File: src/rtl/ahb_master_arbiter.sv
// ahb_master_arbiter: shares one AHB-Lite slave path between up to four masters,
// each with a one-entry address-phase hold stage, round-robin or fixed priority.
`default_nettype none

module ahb_master_arbiter #(
  parameter int    g_masters_num = 2,
  parameter int    g_haddr_width = 32,
  parameter int    g_hdata_width = 32,
  parameter string g_arb_mode    = "RR"
) (
  input  logic                     hclk_i,
  input  logic                     rst_i,
  input  logic [g_haddr_width-1:0] mst_haddr_i  [g_masters_num],
  input  logic [1:0]               mst_htrans_i [g_masters_num],
  input  logic                     mst_hwrite_i [g_masters_num],
  input  logic [2:0]               mst_hsize_i  [g_masters_num],
  input  logic [3:0]               mst_hprot_i  [g_masters_num],
  input  logic [g_hdata_width-1:0] mst_hwdata_i [g_masters_num],
  output logic [g_hdata_width-1:0] mst_hrdata_o [g_masters_num],
  output logic                     mst_hready_o [g_masters_num],
  output logic                     mst_hresp_o  [g_masters_num],
  output logic [g_haddr_width-1:0] haddr_o,
  output logic [1:0]               htrans_o,
  output logic                     hwrite_o,
  output logic [2:0]               hsize_o,
  output logic [3:0]               hprot_o,
  output logic [2:0]               hburst_o,
  output logic [g_hdata_width-1:0] hwdata_o,
  input  logic [g_hdata_width-1:0] hrdata_i,
  input  logic                     hready_i,
  input  logic                     hresp_i,
  output logic [1:0]               grant_o
);

  localparam bit         FIXED_MODE    = (g_arb_mode == "FIXED");
  localparam logic [1:0] HTRANS_IDLE   = 2'b00;
  localparam logic [1:0] HTRANS_NONSEQ = 2'b10;

  logic [g_masters_num-1:0] pend;
  logic [g_haddr_width-1:0] hold_addr  [g_masters_num];
  logic                     hold_write [g_masters_num];
  logic [2:0]               hold_size  [g_masters_num];
  logic [3:0]               hold_prot  [g_masters_num];

  logic       d_valid;
  logic [1:0] d_owner;
  logic [1:0] last_grant;
  logic       lock;
  logic [1:0] lock_grant;

  logic       sel_valid;
  logic [1:0] sel;
  logic       issue;
  int         cand;

  logic [g_masters_num-1:0] capture;
  logic [g_masters_num-1:0] owns_data;
  logic                     unused_htrans;

  // A stalled address phase keeps its owner even if a higher-priority pend arrives.
  always_comb begin
    sel_valid = lock;
    sel       = lock_grant;
    cand      = 0;
    if (!lock) begin
      for (int i = 0; i < g_masters_num; i++) begin
        cand = FIXED_MODE ? i : (int'(last_grant) + 1 + i) % g_masters_num;
        for (int m = 0; m < g_masters_num; m++) begin
          if (!sel_valid && (m == cand) && pend[m]) begin
            sel_valid = 1'b1;
            sel       = 2'(m);
          end
        end
      end
    end
  end

  assign issue    = sel_valid && hready_i;
  assign htrans_o = sel_valid ? HTRANS_NONSEQ : HTRANS_IDLE;
  assign grant_o  = sel_valid ? sel : 2'b00;
  assign hburst_o = 3'b000;

  always_comb begin
    haddr_o  = '0;
    hwrite_o = 1'b0;
    hsize_o  = 3'b000;
    hprot_o  = 4'b0000;
    hwdata_o = '0;
    for (int m = 0; m < g_masters_num; m++) begin
      if (sel_valid && (sel == 2'(m))) begin
        haddr_o  = hold_addr[m];
        hwrite_o = hold_write[m];
        hsize_o  = hold_size[m];
        hprot_o  = hold_prot[m];
      end
      if (owns_data[m]) begin
        hwdata_o = mst_hwdata_i[m];
      end
    end
  end

  for (genvar m = 0; m < g_masters_num; m++) begin : g_mst
    assign owns_data[m]    = d_valid && (d_owner == 2'(m));
    assign mst_hready_o[m] = pend[m] ? 1'b0 : (owns_data[m] ? hready_i : 1'b1);
    assign mst_hresp_o[m]  = owns_data[m] && hresp_i;
    assign mst_hrdata_o[m] = hrdata_i;
    assign capture[m]      = mst_hready_o[m] && mst_htrans_i[m][1];
  end

  always_comb begin
    unused_htrans = 1'b0;
    for (int m = 0; m < g_masters_num; m++) begin
      unused_htrans = unused_htrans ^ mst_htrans_i[m][0];
    end
  end

  always_ff @(posedge hclk_i or posedge rst_i) begin
    if (rst_i) begin
      pend       <= '0;
      d_valid    <= 1'b0;
      d_owner    <= 2'b00;
      last_grant <= 2'(g_masters_num - 1);
      lock       <= 1'b0;
      lock_grant <= 2'b00;
    end else begin
      for (int m = 0; m < g_masters_num; m++) begin
        if (capture[m]) begin
          pend[m] <= 1'b1;
        end else if (issue && (sel == 2'(m))) begin
          pend[m] <= 1'b0;
        end
      end
      if (issue) begin
        d_valid    <= 1'b1;
        d_owner    <= sel;
        last_grant <= sel;
      end else if (hready_i) begin
        d_valid <= 1'b0;
      end
      lock       <= sel_valid && !hready_i;
      lock_grant <= sel;
    end
  end

  // SEQ is folded into NONSEQ: only the control fields are held, htrans is implied.
  always_ff @(posedge hclk_i or posedge rst_i) begin
    if (rst_i) begin
      for (int m = 0; m < g_masters_num; m++) begin
        hold_addr[m]  <= '0;
        hold_write[m] <= 1'b0;
        hold_size[m]  <= 3'b000;
        hold_prot[m]  <= 4'b0000;
      end
    end else begin
      for (int m = 0; m < g_masters_num; m++) begin
        if (capture[m]) begin
          hold_addr[m]  <= mst_haddr_i[m];
          hold_write[m] <= mst_hwrite_i[m];
          hold_size[m]  <= mst_hsize_i[m];
          hold_prot[m]  <= mst_hprot_i[m];
        end
      end
    end
  end

endmodule

`default_nettype wire

File: config.mk
export PLATFORM = sky130hd
export DESIGN_NAME = ahb_master_arbiter
export DESIGN_NICKNAME = d
export VERILOG_FILES = /design/src/rtl/ahb_master_arbiter.sv
export SDC_FILE = /design/constraint.sdc
export NUM_CORES = 1
export LEC_CHECK = 0
export ABC_CLOCK_PERIOD_IN_PS = 4400
export BUFFER_PORTS_ARGS = -buffer_cell sky130_fd_sc_hd__buf_4
export CORE_MARGIN = 2
export CORE_UTILIZATION = 30
export CTS_BUF_LIST = sky130_fd_sc_hd__clkbuf_2
export DETAILED_ROUTE_END_ITERATION = 10
export GPL_TIMING_DRIVEN = 1
export SLEW_MARGIN = 20
export SYNTH_ARGS = -nofsm -noshare
export SYNTH_HDL_FRONTEND = slang
export SYNTH_SLANG_ARGS = --single-unit
File: constraint.sdc
create_clock -name hclk_i -period 4.4 [get_ports hclk_i]
set_input_delay 1.32 -clock hclk_i [delete_from_list [all_inputs] [get_ports hclk_i]]
set_output_delay 1.32 -clock hclk_i [all_outputs]
set_load 0.02 [all_outputs]
==> metrics.cfg <==
[run_status]
status = finished, final reports clean

[timing]
max-slew-margin-rel_pct = 38.9
rsz0062_at_grt = no
slew_violations = 0
finalSetupTns_ns = 0
hold_viol = 0
final-setup-viol-count = 0
tightest_slew_ns = 0.915
period_share_pct = 88.2
period_minus_slack_ns = 3.88
fin_skew_ns = 0.0289
timing.fmax_mhz = 258

[drt]
ant_nets = 0
drt_iter0_drc = 132
wl_per_cell_um = 22.6
vias = 3632
viasPerCell = 4.98
drt-pass1-iter-count = 4
drc = 0
wl_mm = 16.5

[logic_synthesis]
synth_ff_type = dfrtp_1
yosysWarnings = 0
synth_area_um2 = 4680
yosys_register_bits = 89
yosysMostFrequentCell = dfrtp_1
avgSynthCellArea_um2 = 12.3
synth_top_cells_by_area = dfrtp_1 (47%), mux2_2 (18%), a22o_1 (13%)
netlist_instances = 382
yosys.area.top_type = dfrtp_1
yosysTopAreaCellShare_pct = 47.0
ys_async_sr_fraction_pct = 100
ys_types = 28
ys_seq_area_share_pct = 47.6
synth_edf_count = 0
synth_common_cells = dfrtp_1 (88), mux2_2 (76), a22o_1 (72)

[placement]
placed_cells = 714
place_area_um2 = 6090
gp_congestion = 0.876
post-dp-hpwl_mm = 13.2
io_buffers = 228

[clock_tree]
cts_setup_buffers = 0
htree_levels = 3
path_clk_slew_ns = 0.21
clockRootBuffer = clkbuf_2
cts.sinks = 89
cts-resized-gates = 0
cts_tree = yes
cts_hold_buf = 0
cts.path.max_buffers = 2
numCtsBuffers = 9
insertion_delay_ns = 0.54

[final_layout]
antenna_cells = 0
syn_to_final_growth_pct = 32.4
multi_input_area_um2 = 1820
regArea_um2 = 2230
n_fill_cell = 1501
instances_no_fill = 729
final_cell_area_um2 = 6200
fin_util_pct = 40.8
nets = 721
final_layout_size_suffix_gt1_share_pct = 61.7

[setup_path]
critPathKind = flop to output pin
r2r-end = hold_addr[49]
crit_fanout = 19
worst-r2r-cell-count = 5
crit_path_end_kind = output pin
setup.worst_path.start_class = flop
regToRegSetupSlack_ns = 1.96
worstPathArrival_ns = 2.56
cp.required_ns = 3.08
r2r-start = d_owner[0]

[global_routing]
grt_max_degree = 59
grt_pass1_wl_mm = 23.0
antenna_found_initial = 0
grt_pass1_vias = 3712
overflow = 0
grtUsageTotal_pct = 19.0

[power_and_ir_drop]
leakage_nw = 3.02
peakVddDrop_v = 0.000427
power_density_nw_per_um2 = 791

[min_path]
hold_start = last_grant[0]
hp-class = flop to flop
hold_depth = 2
min_to = last_grant[0]

[floorplanning]
rows = 45
placeableCoreArea_um2 = 15200
die_x_um = 129
die_area_um2 = 16600
die_h_um = 129
ios = 331
start_util_pct = 30.8

[job]
maxCapViolCount = 0

-- per-stage QoR --
step	worst slack, ns	hold slack (ns)	total power (W)
3_3_place_gp	1.09	0.467	0.00449
5_1_grt	0.332	0.508	0.00520
4_1_cts	0.443	0.488	0.00497
6_report	0.520	0.488	0.00491
3_5_place_dp	1.10	0.462	0.00456
2_1_floorplan	0.775	0.442	0.00336
-- layout by cell type (no fill, tap or decap), types with 6 or more instances in the layout --
cell type  count
buf_4        235
dfrtp_1       88
mux2_2        76
a22o_1        72
nand2_1       10
clkbuf_2      10
nor2_1         6
-- area by class of cell --
| type | instances | share of cell area [%] |
|---|---|---|
| multi-input combinational | 196 | 29.4 |
| clock inverter | 5 | 0.929 |
| timing repair buffer | 236 | 28.8 |
| clock buffer | 10 | 0.807 |
| inverter | 5 | 0.343 |
| tap | 188 | 3.79 |
| sequential | 89 | 36.0 |
-- per-layer routing --
layer	track usage [%]	share of wire, %	vias up
met1	22.9	38	1805
met3	7.03	9.9	21
met2	32.2	51	197
li1	-	-	1609
met5	0	0	-
met4	4.92	1.3	0
-- worst max-delay path, cell delays in order (launching register included) --
cell	delay (ns)
dfrtp_1	0.53
and2_1	0.20
or3_1	0.39
o21ai_4	0.27
buf_4	0.33
a22o_1	0.16
buf_4	0.14
-- worst max path at each step --
stage / end / slack, ns / depth (start not counted) / startpoint
3_3_place_gp: mst_hready_o[1] / 1.09 / 4 / hready_i
6_report: haddr_o[22] / 0.52 / 6 / pend[0]
3_5_place_dp: haddr_o[27] / 1.10 / 6 / pend[0]
2_1_floorplan: d_owner[0] / 0.77 / 1 / rst_i
4_1_cts: haddr_o[27] / 0.44 / 6 / pend[0]
5_1_grt: haddr_o[15] / 0.33 / 6 / pend[0]
-- logic make-up (layout without fill, tap and decap cells) --
| family | count (synthesis) | count (layout) | share of synthesized area, % |
|---|---|---|---|
| flip-flops | 89 | 89 | 47.6 |
| AND/OR/NAND/NOR | 30 | 30 | 3.90 |
| multiplexers | 80 | 80 | 19.2 |
| AO/OA/AOI/OAI | 82 | 82 | 14.7 |
| buffers and inverters | 100 | 256 | 14.5 |
| other | 1 | 4 | 0.0801 |
-- state kept, by name, summed over array words and instances, names as in the netlist --
register	cells
hold_size	6
hold_write	2
d_valid	1
hold_prot	8
last_grant	1
hold_addr	64
lock	1
lock_grant	2
pend	2
d_owner	2
-- power breakdown --
part	total (W)	switching (W)	internal, W
Combinational	0.00305	0.00162	0.00143
Clock	0.000403	0.000274	0.000129
Sequential	0.00145	0.000232	0.00122
(Power assumes the default switching activity.)
